--- src/rtl/frame_arb_pkg.sv ---
// Shared types and the round-robin priority helper for frame-level stream arbiters.
package frame_arb_pkg;

   localparam int unsigned MAX_SRC     = 8;
   localparam int unsigned MAX_GW      = 3;
   localparam int unsigned NUM_SRC_DEF = 4;
   localparam int unsigned GRANT_W     = $clog2(NUM_SRC_DEF);

   typedef enum logic [1:0] {
      IDLE = 2'd0,
      XFER = 2'd1,
      GAP  = 2'd2
   } arb_state_e;

   // First valid index after 'last', wrapping modulo n; returns 'last' when nothing is valid.
   function automatic logic [MAX_GW-1:0] next_grant(
      input logic [MAX_SRC-1:0] valid,
      input logic [MAX_GW-1:0]  last,
      input int unsigned        n
   );
      logic [MAX_GW-1:0] pick;
      logic [MAX_GW-1:0] idx;
      pick = last;
      for (int off = int'(MAX_SRC); off > 0; off--) begin
         if (off <= int'(n)) begin
            idx = MAX_GW'((int'(last) + off) % int'(n));
            if (valid[idx]) pick = idx;
         end
      end
      return pick;
   endfunction

endpackage

--- src/rtl/frame_rr_arbiter_rr_pick.sv ---
// Combinational rotating-priority encoder: picks the next requester after last_grant.
module rr_pick
   import frame_arb_pkg::*;
#(
   parameter int unsigned N  = 4,
   parameter int unsigned GW = 2
) (
   input  logic [N-1:0]  valid,
   input  logic [GW-1:0] last_grant,
   output logic [GW-1:0] grant_c,
   output logic          any_valid_c
);

   logic [MAX_GW-1:0] pick;

   always_comb begin
      pick        = next_grant(MAX_SRC'(valid), MAX_GW'(last_grant), N);
      grant_c     = GW'(pick);
      any_valid_c = |valid;
   end

endmodule

--- src/rtl/frame_rr_arbiter.sv ---
// Whole-frame round-robin arbiter feeding a single AXI-Stream sink, with an
// enforced idle gap after every frame.
module frame_rr_arbiter
   import frame_arb_pkg::*;
#(
   parameter int unsigned NUM_SRC    = 4,
   parameter int unsigned DATA_WIDTH = 32,
   parameter int unsigned BYTE_NUM   = 4,
   parameter int unsigned LEN_WIDTH  = 32,
   parameter int unsigned GAP_CYCLES = 10,
   localparam int unsigned GW        = $clog2(NUM_SRC)
) (
   input  logic                          clk,
   input  logic                          rst_n,
   input  logic [NUM_SRC*DATA_WIDTH-1:0] s_axis_tdata,
   input  logic [NUM_SRC*BYTE_NUM-1:0]   s_axis_tkeep,
   input  logic [NUM_SRC-1:0]            s_axis_tvalid,
   input  logic [NUM_SRC-1:0]            s_axis_tlast,
   output logic [NUM_SRC-1:0]            s_axis_tready,
   input  logic [NUM_SRC*LEN_WIDTH-1:0]  s_length,
   output logic [DATA_WIDTH-1:0]         o_axis_tdata,
   output logic [BYTE_NUM-1:0]           o_axis_tkeep,
   output logic                          o_axis_tvalid,
   output logic                          o_axis_tlast,
   input  logic                          o_axis_tready,
   output logic [LEN_WIDTH-1:0]          o_length,
   output logic [GW-1:0]                 o_grant_idx,
   output logic                          o_frame_done
);

   localparam int unsigned CNT_W = (GAP_CYCLES > 1) ? $clog2(GAP_CYCLES) : 1;

   arb_state_e           state_q, state_d;
   logic [GW-1:0]        grant_q, grant_d;
   logic [GW-1:0]        last_grant_q, last_grant_d;
   logic [LEN_WIDTH-1:0] length_q, length_d;
   logic [CNT_W-1:0]     gap_cnt_q, gap_cnt_d;
   logic [GW-1:0]        pick_c;
   logic                 any_valid_c;
   logic                 frame_done_c;

   rr_pick #(
      .N  (NUM_SRC),
      .GW (GW)
   ) u_rr_pick (
      .valid       (s_axis_tvalid),
      .last_grant  (last_grant_q),
      .grant_c     (pick_c),
      .any_valid_c (any_valid_c)
   );

   // Zero-latency pass-through of the granted source while a frame is open.
   always_comb begin
      o_axis_tdata  = '0;
      o_axis_tkeep  = '0;
      o_axis_tvalid = 1'b0;
      o_axis_tlast  = 1'b0;
      s_axis_tready = '0;
      if (state_q == XFER) begin
         o_axis_tdata           = s_axis_tdata[int'(grant_q)*DATA_WIDTH +: DATA_WIDTH];
         o_axis_tkeep           = s_axis_tkeep[int'(grant_q)*BYTE_NUM +: BYTE_NUM];
         o_axis_tvalid          = s_axis_tvalid[grant_q];
         o_axis_tlast           = s_axis_tlast[grant_q];
         s_axis_tready[grant_q] = o_axis_tready;
      end
      frame_done_c = o_axis_tvalid & o_axis_tready & o_axis_tlast;
   end

   always_comb begin
      state_d      = state_q;
      grant_d      = grant_q;
      last_grant_d = last_grant_q;
      length_d     = length_q;
      gap_cnt_d    = gap_cnt_q;
      case (state_q)
         IDLE: begin
            if (any_valid_c) begin
               grant_d  = pick_c;
               length_d = s_length[int'(pick_c)*LEN_WIDTH +: LEN_WIDTH];
               state_d  = XFER;
            end
         end
         XFER: begin
            // Grant is held until tlast is accepted; no preemption.
            if (frame_done_c) begin
               last_grant_d = grant_q;
               gap_cnt_d    = '0;
               state_d      = (GAP_CYCLES > 0) ? GAP : IDLE;
            end
         end
         GAP: begin
            if (gap_cnt_q == CNT_W'(GAP_CYCLES - 1)) begin
               gap_cnt_d = '0;
               state_d   = IDLE;
            end else begin
               gap_cnt_d = gap_cnt_q + CNT_W'(1);
            end
         end
         default: state_d = IDLE;
      endcase
   end

   always_ff @(posedge clk) begin
      if (!rst_n) begin
         state_q      <= IDLE;
         grant_q      <= '0;
         last_grant_q <= GW'(NUM_SRC - 1);
         length_q     <= '0;
         gap_cnt_q    <= '0;
      end else begin
         state_q      <= state_d;
         grant_q      <= grant_d;
         last_grant_q <= last_grant_d;
         length_q     <= length_d;
         gap_cnt_q    <= gap_cnt_d;
      end
   end

   assign o_grant_idx  = grant_q;
   assign o_length     = length_q;
   assign o_frame_done = frame_done_c;

endmodule

--- config.mk ---
export PLATFORM = sky130hd
export DESIGN_NAME = frame_rr_arbiter
export DESIGN_NICKNAME = d
export VERILOG_FILES = /design/src/rtl/frame_arb_pkg.sv /design/src/rtl/frame_rr_arbiter_rr_pick.sv /design/src/rtl/frame_rr_arbiter.sv
export SDC_FILE = /design/constraint.sdc
export NUM_CORES = 1
export LEC_CHECK = 0
export ABC_AREA = 1
export ABC_CLOCK_PERIOD_IN_PS = 1550
export BUFFER_PORTS_ARGS = -buffer_cell sky130_fd_sc_hd__buf_2
export CAP_MARGIN = 40
export CELL_PAD_IN_SITES_DETAIL_PLACEMENT = 1
export CELL_PAD_IN_SITES_GLOBAL_PLACEMENT = 1
export CORE_UTILIZATION = 22
export CTS_BUF_LIST = sky130_fd_sc_hd__clkbuf_2
export CTS_CLUSTER_SIZE = 20
export DETAILED_ROUTE_END_ITERATION = 12
export GPL_ROUTABILITY_DRIVEN = 0
export HOLD_SLACK_MARGIN = 0.02
export PLACE_DENSITY_LB_ADDON = 0.2
export SETUP_SLACK_MARGIN = 0.3
export SYNTH_ARGS = -nofsm -noshare
export SYNTH_HDL_FRONTEND = slang
export SYNTH_SLANG_ARGS = --single-unit
--- constraint.sdc ---
create_clock -name clk -period 1.55 [get_ports clk]
set_clock_uncertainty 0.05 [all_clocks]
set_input_delay 0.2325 -clock clk [delete_from_list [all_inputs] [get_ports clk]]
set_output_delay 0.2325 -clock clk [all_outputs]
set_load 0.02 [all_outputs]
==> parameters.txt, run 1 <==
Parameter                              Value

Run status
  Outcome    complete, but fails checks
  Violations in the final reports    setup timing

Synthesis
  Share of synthesized area occupied by flip-flops and latches    between 10% and 20%
  Yosys warning total    0
  Synth Instances    774
  Synthesized flop and latch total    42
  Distinct cell type count after synthesis    32
  Average footprint of a synthesized cell    approximately 5.7 um2
  Post-synth net total    1059
  Post-synthesis cell area    0.00439 mm2

Flow run
  Maximum Capacitance Violations    0

GRT
  Via count of the first global-routing pass    7899
  Antenna violations before repair    1
  Pin count of the biggest net entering global routing    22
  Total GRT Usage    around a quarter
  First-pass GRT wire length    41.7 mm
  Total gr overflow    0

Clock network
  H-tree Lvls    2
  CTS Buf Count    5
  Clock tree from TritonCTS    built
  Clock latency of the later-clocked register in the worst-skew pair    0.49 ns
  Max Buffers Root-to-Sink    2
  Clock transition at the registers of the reported paths    0.27 ns
  Cell at the root of the clock tree    sky130_fd_sc_hd__clkbuf_2
  Number of clock sinks    42

STA
  Max Transition Viols Final    0
  Minimum setup slack in the final design    -0.496 ns
  Timing-limited maximum frequency    489 MHz
  Worst slew pin tran    0.322 ns
  Worst slew margin    78.6%
  Final Critical Period    2.05 ns
  RSZ-0062 raised after global routing    true
  Final setup viols    87
  Share of the clock period used by the worst path    132%
  Final hold violations    0

Worst setup path
  Required time at the worst-slack endpoint    1.27 ns
  Max Fanout on Critical Path    8
  Type of the worst setup path    reg2out
  Most used cell along the critical path    sky130_fd_sc_hd__nor2_4
  CP endpoint kind    output port
  Critical-path top delay cell    sky130_fd_sc_hd__dfxtp_2
  Largest delay contributor family on the critical path    buffers and inverters
  Worst stage delay on the critical path    0.40 ns
  Critical Path, Cell by Cell    nor2_4 > clkinv_4 > buf_12 > nor2_4 > nand3_2 > inv_4 > buf_6
  CP bufs+invs    4
  Nature of the critical path startpoint    register
  Signal arrival time at the worst endpoint    about 1.8 ns

Pwr
  Cell Pwr Density    615 mW/mm2
  Int Power    0.00357 W
  Clock network power share    8.3%
  Gate power share    71.1%
  Share of power burned in registers    20.6%
  Peak supply drop    0.000301 V
  Sw frac    45.7%
  Overall Power    0.00658 W
  Reported leakage power    5.20 nW
  Switching pwr    0.00301 W

Placed design
  Placed insts    1405
  Total of buffers placed on input and output ports    359
  Placed wire-length estimate after detailed placement    18.4 mm

Floorplanning
  Chip Width    143 um
  Height of the die    approximately 140 um
  Number of top-level pins    360
  Floorplan die area    a little over 0.02 mm2
  Standard-cell rows    51
  Area of the core    0.0195 mm2
  Initial core utilization    22.5%

Layout
  Multi-input logic area    0.00465 mm2
  Share of post-route cells with drive strength above 1    around 68%
  Layout filler cell count    2378
  Most used cells in the layout excluding fill and tap cells    sky130_fd_sc_hd__buf_2 (285), sky130_fd_sc_hd__inv_1 (112), sky130_fd_sc_hd__nand3_2 (108)
  Most frequent standard cell in the layout excluding fill and tap cells    sky130_fd_sc_hd__buf_2
  Number of cells in the finished layout apart from fillers    1496
  Area growth, synth to finish    143%
  Storage cell area    between 800 and 900 um2
  Layout net count    roughly 1500

Route
  Antenna Violating Nets Remaining    0
  Post-DR vias/cell    between 4 and 5
  Routed wire length    28.3 mm
  Wire length per cell    18.9 um
  Total via count after detailed routing    approximately 7400
  Number of iterations in the first detailed-routing pass    4
  DRC viols    0
  First DRT Iteration DRCs    236

Min path
  Class of the tightest hold or removal check    in2reg
==> cell families (layout without fill, tap and decap cells) <==
group                    count (synthesis)  count (layout)  share of synthesized area (%)
AND/OR/NAND/NOR                        438             438                           46.2
adder cells (fa/ha/maj)                  2               2                          0.569
buffers and inverters                  184             639                           18.1
other                                    0               2                              0
AO/OA/AOI/OAI                          107             107                           15.8
flip-flops                              42              42                           19.1
XOR/XNOR                                 1               1                          0.199
==> stage by stage <==
stage / worst slack (ns) / TNS [ns] / cell area (um2) / hold WS, ns / utilization [%]
after CTS: -0.554 / -34.13 / 10200 / 0.0204 / 52.3
after global placement: -0.308 / -11.09 / 7890 / 0.421 / 40.4
final: -0.496 / -33.08 / 10700 / 0.0647 / 54.8
after detailed placement: -0.354 / -12.96 / 7890 / 0.421 / 40.4
after global routing: -0.598 / -41.29 / 10700 / 0.0556 / 54.8
after floorplan: -0.0394 / -0.808 / 5660 / 0.311 / -
==> worst reg2reg max path, cell delays in order, from the launching register on <==
cell,delay (ns)
sky130_fd_sc_hd__dfxtp_4,0.43
sky130_fd_sc_hd__buf_12,0.15
sky130_fd_sc_hd__nor2_2,0.10
sky130_fd_sc_hd__nand2_1,0.07
sky130_fd_sc_hd__nand2_2,0.08
sky130_fd_sc_hd__nor2_4,0.05
sky130_fd_sc_hd__nand2_2,0.09
sky130_fd_sc_hd__nand2_4,0.08
sky130_fd_sc_hd__a21oi_4,0.29
sky130_fd_sc_hd__buf_2,0.30
sky130_fd_sc_hd__nand3_2,0.11
sky130_fd_sc_hd__nand3_2,0.09
sky130_fd_sc_hd__nand2_2,0.08
sky130_fd_sc_hd__inv_2,0.07
==> Yosys cell counts (all sizes together) <==
cell	n	area [um2]
a22oi	36	270
dfxtp	42	841
o211ai	2	15.0
or2	1	6.26
a21oi	18	101
inv	125	469
o22ai	2	12.5
nor2	52	214
nand2	172	673
nand3b	23	173
a41oi	1	8.76
buf	38	244
ha	2	25.0
xor2	1	8.76
a31oi	36	225
clkbuf	21	80.1
nand4	3	18.8
o21ai	11	55.1
nand3	187	946
a211oi	1	7.51
==> worst paths after layout <==
kind,start,endpoint,slack (ns),cells after the start
max,state_q[1]$_SDFFE_PN0P_,o_frame_done,-0.50,7
min,s_length[24],o_length[24]$_SDFFE_PN0P_,0.06,7
max reg2reg,last_grant_q[0]$_SDFFE_PN1P_,o_length[21]$_SDFFE_PN0P_,-0.47,13
min reg2reg,gap_cnt_q[3]$_SDFFE_PN0P_,gap_cnt_q[3]$_SDFFE_PN0P_,0.46,2
==> layer usage <==
layer,GRT usage [%],vias to the layer above,part of all wire (%)
met5,0,-,0
met4,9.13,0,2.6
met3,4.43,49,5.6
met2,49.3,265,54
met1,29.6,3570,38
li1,-,3482,-
==> power by group through the flow <==
stage / registers (W) / clock network [W] / logic, W
2_1_floorplan: 0.00146 / 0 / 0.00201
3_3_place_gp: 0.00131 / 0 / 0.00326
3_5_place_dp: 0.00131 / 0 / 0.00330
4_1_cts: 0.00135 / 0.000567 / 0.00439
5_1_grt: 0.00137 / 0.000608 / 0.00497
6_report: 0.00135 / 0.000546 / 0.00468
==> sequential cells by signal, summed over array words and instances (netlist names) <==
signal / cells
gap_cnt_q: 4
last_grant_q: 2
o_grant_idx: 2
o_length: 32
state_q: 2
==> layout make-up <==
| cell class | count | area share, % |
|---|---|---|
| Multi-Input combinational cell | 548 | 43.5 |
| Antenna cell | 2 | 0.0468 |
| Clock buffer | 6 | 0.281 |
| Inverter | 125 | 4.90 |
| Sequential cell | 42 | 8.40 |
| Tap cell | 265 | 3.10 |
| Timing Repair inverter | 1 | 0.152 |
| Timing Repair Buffer | 506 | 39.6 |
| Clock inverter | 1 | 0.0585 |
==> repair_timing <==
action | 4_1_cts | 5_1_grt
endpoints found under the hold margin | 9 | 0
pin swaps | 88 | 43
setup buffers | 24 | 9
gates resized for setup | 369 | 104
gates cloned | 21 | 0
endpoints found under the setup margin | 119 | 119
hold buffers | 28 | 0
Power figures use the tool's default switching activity.
==> inputs of run 2 (changes only) <==
- RECOVER_POWER: unset -> 25
==> parameters.txt, run 2 (synthesis results as in run 1) <==
Parameter                              Value

Min path
  Class of the tightest hold or removal check    in2reg
  Hold path start    s_length[24]

Worst setup path
  Required time at the worst-slack endpoint    1.27 ns
  CP bufs+invs    4
  Largest delay contributor family on the critical path    buffers and inverters
  Signal arrival time at the worst endpoint    1.77 ns
  Most used cell along the critical path    sky130_fd_sc_hd__nor2_4
  R2R Path Start    last_grant_q[0]$_SDFFE_PN1P_
  Critical-path top delay cell    sky130_fd_sc_hd__dfxtp_2
  Max Fanout on Critical Path    8
  Worst R2R Setup Slack    -0.47 ns
  Nature of the critical path startpoint    register
  CP endpoint kind    output port
  Type of the worst setup path    reg2out
  Crit path from    state_q[1]$_SDFFE_PN0P_
  Critical Path, Cell by Cell    nor2_4 > clkinv_4 > buf_12 > nor2_4 > nand3_2 > inv_4 > buf_6
  Worst stage delay on the critical path    0.40 ns

Floorplanning
  Chip Width    approximately 140 um
  Area of the core    between 0.015 and 0.02 mm2
  Number of top-level pins    360
  Height of the die    143 um
  Initial core utilization    between 20% and 30%
  Floorplan die area    0.0205 mm2
  Standard-cell rows    just over 50

Layout
  Layout filler cell count    2384
  Number of cells in the finished layout apart from fillers    1496
  Multi-input logic area    0.00465 mm2
  Storage cell area    a little under 900 um2
  Share of post-route cells with drive strength above 1    around two thirds
  Area growth, synth to finish    143%
  Most used cells in the layout excluding fill and tap cells    sky130_fd_sc_hd__buf_2 (285), sky130_fd_sc_hd__inv_1 (112), sky130_fd_sc_hd__nand3_2 (108)
  Layout net count    1514
  Most frequent standard cell in the layout excluding fill and tap cells    sky130_fd_sc_hd__buf_2
  Flip-flop count of the largest register after layout    32
  End-of-flow core utilization    54.7%

Clock network
  CTS Buf Count    5
  Clock transition at the registers of the reported paths    0.27 ns
  Clock latency of the later-clocked register in the worst-skew pair    0.49 ns
  Clock tree from TritonCTS    built
  Number of clock sinks    42
  Max Buffers Root-to-Sink    2
  H-tree Lvls    2
  Cell at the root of the clock tree    sky130_fd_sc_hd__clkbuf_2

GRT
  Via count of the first global-routing pass    7899
  Total gr overflow    0
  Antenna violations before repair    1
  Total GRT Usage    about a quarter
  Pin count of the biggest net entering global routing    22
  First-pass GRT wire length    41.7 mm

STA
  Final setup viols    87
  Final Critical Period    2.05 ns
  Minimum setup slack in the final design    -0.498 ns
  RSZ-0062 raised after global routing    true
  Timing-limited maximum frequency    488 MHz
  Final hold violations    0
  Share of the clock period used by the worst path    132%
  Max Transition Viols Final    0
  Worst slew margin    78.6%
  Worst slew pin tran    0.321 ns

Pwr
  Share of power burned in registers    20.5%
  Int Power    ~0.0036 W
  Peak supply drop    around 0.00030 V
  Cell Pwr Density    615 mW/mm2
  Sw frac    45.8%
  Switching pwr    0.00301 W
  Reported leakage power    5.20 nW
  Clock network power share    between 8 and 9%
  Gate power share    71.2%

Route
  Routed wire length    28.3 mm
  Post-DR vias/cell    4.92
  Wire length per cell    18.9 um
  Number of iterations in the first detailed-routing pass    4
  First DRT Iteration DRCs    approximately 240
  DRC viols    0
  Antenna Violating Nets Remaining    0
  Total via count after detailed routing    7367

Placed design
  Placed wire-length estimate after detailed placement    18.4 mm
  Placed insts    1405
  Total of buffers placed on input and output ports    between 300 and 400

Run status
  Outcome    complete, but fails checks
  Violations in the final reports    setup timing

Flow run
  Maximum Capacitance Violations    0
==> run 2: changes by cell type in the layout (fill, tap and decap cells not counted) <==
cell / delta
sky130_fd_sc_hd__dfxtp_1: +8
sky130_fd_sc_hd__dfxtp_2: -8
==> run 2: layer usage <==
layer	GRT usage [%]	vias up	part of all wire [%]
li1	-	3482	-
met1	29.6	3572	38
met2	49.3	264	54
met3	4.43	49	5.6
met4	9.13	0	2.6
met5	0	-	0
==> run 2: cell type report <==
| class | count | share of cell area (%) |
|---|---|---|
| flip-flops and latches | 42 | 8.31 |
| clock inverters | 1 | 0.0586 |
| repair inverters | 1 | 0.152 |
| repair buffers | 506 | 39.6 |
| inverters | 125 | 4.91 |
| clock buffers | 6 | 0.281 |
| diodes | 2 | 0.0468 |
| well taps | 265 | 3.10 |
| multi-input cells | 548 | 43.5 |
==> run 2: final timing paths <==
check,end,cells after the start
hold reg to reg,gap_cnt_q[3]$_SDFFE_PN0P_,2
setup / recovery,o_frame_done,7
setup reg to reg,o_length[21]$_SDFFE_PN0P_,13
hold / removal,o_length[24]$_SDFFE_PN0P_,7
==> run 2: metrics by stage <==
stage	total power [W]	TNS, ns	instance area, um2	hold WS, ns	setup slack (ns)
CTS	0.00630	-34.13	10200	0.0204	-0.554
global placement	0.00457	-11.09	7890	0.421	-0.308
finish	0.00657	-33.06	10700	0.0636	-0.498
detailed placement	0.00461	-12.96	7890	0.421	-0.354
floorplan	0.00346	-0.808	5660	0.311	-0.0394
global route	0.00694	-41.27	10700	0.0557	-0.598
==> run 2: timing repair <==
| action | in CTS | in global routing |
|---|---|---|
| buffers inserted | 24 | 9 |
| setup endpoints to repair | 119 | 119 |
| gates resized for setup | 369 | 104 |
| hold buffers | 28 | 0 |
| pin swaps | 88 | 43 |
| cloned | 21 | 0 |
| hold endpoints to repair | 9 | 0 |
==> run 2: worst register-to-register path, cell delays in order, from the launching register on <==
cell                      delay [ns]
sky130_fd_sc_hd__dfxtp_4        0.43
sky130_fd_sc_hd__buf_12         0.15
sky130_fd_sc_hd__nor2_2         0.10
sky130_fd_sc_hd__nand2_1        0.07
sky130_fd_sc_hd__nand2_2        0.08
sky130_fd_sc_hd__nor2_4         0.05
sky130_fd_sc_hd__nand2_2        0.09
sky130_fd_sc_hd__nand2_4        0.08
sky130_fd_sc_hd__a21oi_4        0.29
sky130_fd_sc_hd__buf_2          0.30
sky130_fd_sc_hd__nand3_2        0.11
sky130_fd_sc_hd__nand3_2        0.09
sky130_fd_sc_hd__nand2_2        0.08
sky130_fd_sc_hd__inv_2          0.07
==> run 2: power groups by stage <==
stage	logic [W]	clock network (W)	registers (W)
after floorplan	0.00201	0	0.00146
after global placement	0.00326	0	0.00131
after detailed placement	0.00330	0	0.00131
after CTS	0.00439	0.000567	0.00135
after global routing	0.00497	0.000608	0.00136
final	0.00468	0.000547	0.00135
==> inputs of run 3 (changes only) <==
- HOLD_SLACK_MARGIN: 0.02 -> 0.06
- REMOVE_ABC_BUFFERS: unset -> 1
==> parameters.txt, run 3 (synthesis results as in run 1) <==
Parameter                              Value

Run status
  Outcome    complete, but fails checks
  Violations in the final reports    setup timing

STA
  Final hold violations    0
  Final Critical Period    2.12 ns
  Worst slew margin    79.8%
  Share of the clock period used by the worst path    136%
  RSZ-0062 raised after global routing    true
  Worst slew pin tran    between 0.3 and 0.4 ns
  Post-route setup TNS    -37.33 ns
  Final setup viols    87
  Final-layout worst hold slack    slightly below 0.1 ns
  Minimum setup slack in the final design    -0.565 ns
  Max Transition Viols Final    0
  Timing-limited maximum frequency    473 MHz

Pwr
  Overall Power    0.00689 W
  Cell Pwr Density    ~650 mW/mm2
  Gate power share    between 70% and 80%
  Share of power burned in registers    19.5%
  Clock network power share    7.7%
  Switching pwr    0.00301 W
  Sw frac    43.7%
  Int Power    0.00388 W
  Peak supply drop    around 0.00035 V
  Reported leakage power    5.38 nW

Layout
  Multi-input logic area    0.00394 mm2
  Layout filler cell count    2448
  Share of post-route cells with drive strength above 1    62.3%
  Most used cells in the layout excluding fill and tap cells    sky130_fd_sc_hd__buf_2 (287), sky130_fd_sc_hd__inv_1 (110), sky130_fd_sc_hd__nand3_1 (104)
  Layout net count    1551
  Area of all placed cells without fillers    0.0106 mm2
  Flip-flop count of the largest register after layout    32
  Area growth, synth to finish    142%
  Most frequent standard cell in the layout excluding fill and tap cells    sky130_fd_sc_hd__buf_2
  Storage cell area    893 um2

Placed design
  Total of buffers placed on input and output ports    around 360
  Placed cell areas    a little under 0.007 mm2
  Placed wire-length estimate after detailed placement    17.7 mm
  Worst Setup Slack post-DPL    -0.344 ns

Floorplanning
  Standard-cell rows    51
  Initial core utilization    22.5%
  Floorplan die area    0.0205 mm2
  Height of the die    143 um
  Area of the core    0.0195 mm2
  Number of top-level pins    360
  Chip Width    143 um

Min path
  Class of the tightest hold or removal check    in2reg
  Hold Path Cell Cnt    5

GRT
  First-pass GRT wire length    43.3 mm
  Antenna violations before repair    6
  Via count of the first global-routing pass    7789
  Total GRT Usage    approximately 28%
  Total gr overflow    0
  Pin count of the biggest net entering global routing    27

Clock network
  Max Buffers Root-to-Sink    2
  H-tree Lvls    2
  Clock latency of the later-clocked register in the worst-skew pair    approximately 0.43 ns
  Clock tree from TritonCTS    built
  Clock transition at the registers of the reported paths    0.25 ns
  Cell at the root of the clock tree    sky130_fd_sc_hd__clkbuf_2
  CTS Buf Count    5
  Number of clock sinks    42

Worst setup path
  CP endpoint kind    register
  Required time at the worst-slack endpoint    1.85 ns
  Max Fanout on Critical Path    10
  Type of the worst setup path    reg2reg
  Worst R2R Setup Slack    -0.57 ns
  Signal arrival time at the worst endpoint    2.41 ns
  Depth of the worst register-to-register path    12
  Nature of the critical path startpoint    register

Route
  Wire length per cell    roughly 21 um
  Total via count after detailed routing    between 7000 and 8000
  Routed wire length    32.3 mm
  DRC viols    0
  Number of iterations in the first detailed-routing pass    4
  First DRT Iteration DRCs    between 200 and 250
  Antenna Violating Nets Remaining    0
  Post-DR vias/cell    5.02

Flow run
  Maximum Capacitance Violations    0
-- run 3: cell count changes in the layout (fill, tap and decap cells not counted), moves of 15 or more --
| cell | delta |
|---|---|
| sky130_fd_sc_hd__a31oi_1 | +28 |
| sky130_fd_sc_hd__a31oi_4 | -32 |
| sky130_fd_sc_hd__buf_4 | +15 |
| sky130_fd_sc_hd__nand2_4 | -19 |
| sky130_fd_sc_hd__nand3_1 | +33 |
| sky130_fd_sc_hd__nand3_2 | -32 |
-- run 3: worst paths after layout --
path | endpoint | start
max | gap_cnt_q[1]$_SDFFE_PN0P_ | o_grant_idx[0]$_SDFFE_PN0P_
min | o_length[10]$_SDFFE_PN0P_ | s_length[106]
max reg2reg | gap_cnt_q[1]$_SDFFE_PN0P_ | o_grant_idx[0]$_SDFFE_PN0P_
min reg2reg | gap_cnt_q[3]$_SDFFE_PN0P_ | gap_cnt_q[3]$_SDFFE_PN0P_
-- run 3: layer usage --
layer	part of all wire [%]	vias to the layer above	GRT usage, %
met2	55	299	56.0
met4	4.0	0	9.52
met5	0	-	0
met1	35	3764	29.4
met3	6.0	76	4.50
li1	-	3568	-
-- run 3: area by class of cell --
class	instances	share of cell area (%)
Antenna cell	5	0.118
Multi-Input combinational cell	548	37.0
Clock inverter	1	0.0706
Timing Repair Buffer	544	46.1
Tap cell	265	3.12
Inverter	125	4.86
Sequential cell	42	8.40
Clock buffer	6	0.282
-- run 3: worst max-delay path, cell delays in order, from the launching register on --
cell	delay (ns)
sky130_fd_sc_hd__dfxtp_4	0.44
sky130_fd_sc_hd__inv_6	0.09
sky130_fd_sc_hd__buf_6	0.11
sky130_fd_sc_hd__nand3_1	0.09
sky130_fd_sc_hd__a41oi_2	0.34
sky130_fd_sc_hd__nand3_2	0.14
sky130_fd_sc_hd__buf_4	0.16
sky130_fd_sc_hd__buf_4	0.12
sky130_fd_sc_hd__buf_4	0.12
sky130_fd_sc_hd__buf_4	0.12
sky130_fd_sc_hd__buf_6	0.13
sky130_fd_sc_hd__nand3_1	0.07
sky130_fd_sc_hd__a21oi_1	0.06
-- run 3: timing repair --
item	in CTS	in global routing
resized for setup	275	255
gates cloned	33	3
endpoints found under the setup margin	119	119
hold buffers	34	1
hold endpoints to repair	13	1
setup buffers	37	14
pin swaps	85	104
-- run 3: power by group through the flow --
stage | Clock, W | Combinational, W | Sequential [W]
finish | 0.000533 | 0.00501 | 0.00135
global route | 0.000593 | 0.00528 | 0.00136
CTS | 0.000573 | 0.00422 | 0.00131
detailed placement | 0 | 0.00282 | 0.00130
global placement | 0 | 0.00280 | 0.00130
floorplan | 0 | 0.00118 | 0.00151
-- run 3: stage by stage --
stage / cells / util, %
3_5_place_dp: 1402 / 35.3
2_1_floorplan: 715 / -
4_1_cts: 1513 / 48.4
3_3_place_gp: 1402 / 35.3
5_1_grt: 1536 / 54.5
6_report: 1536 / 54.5
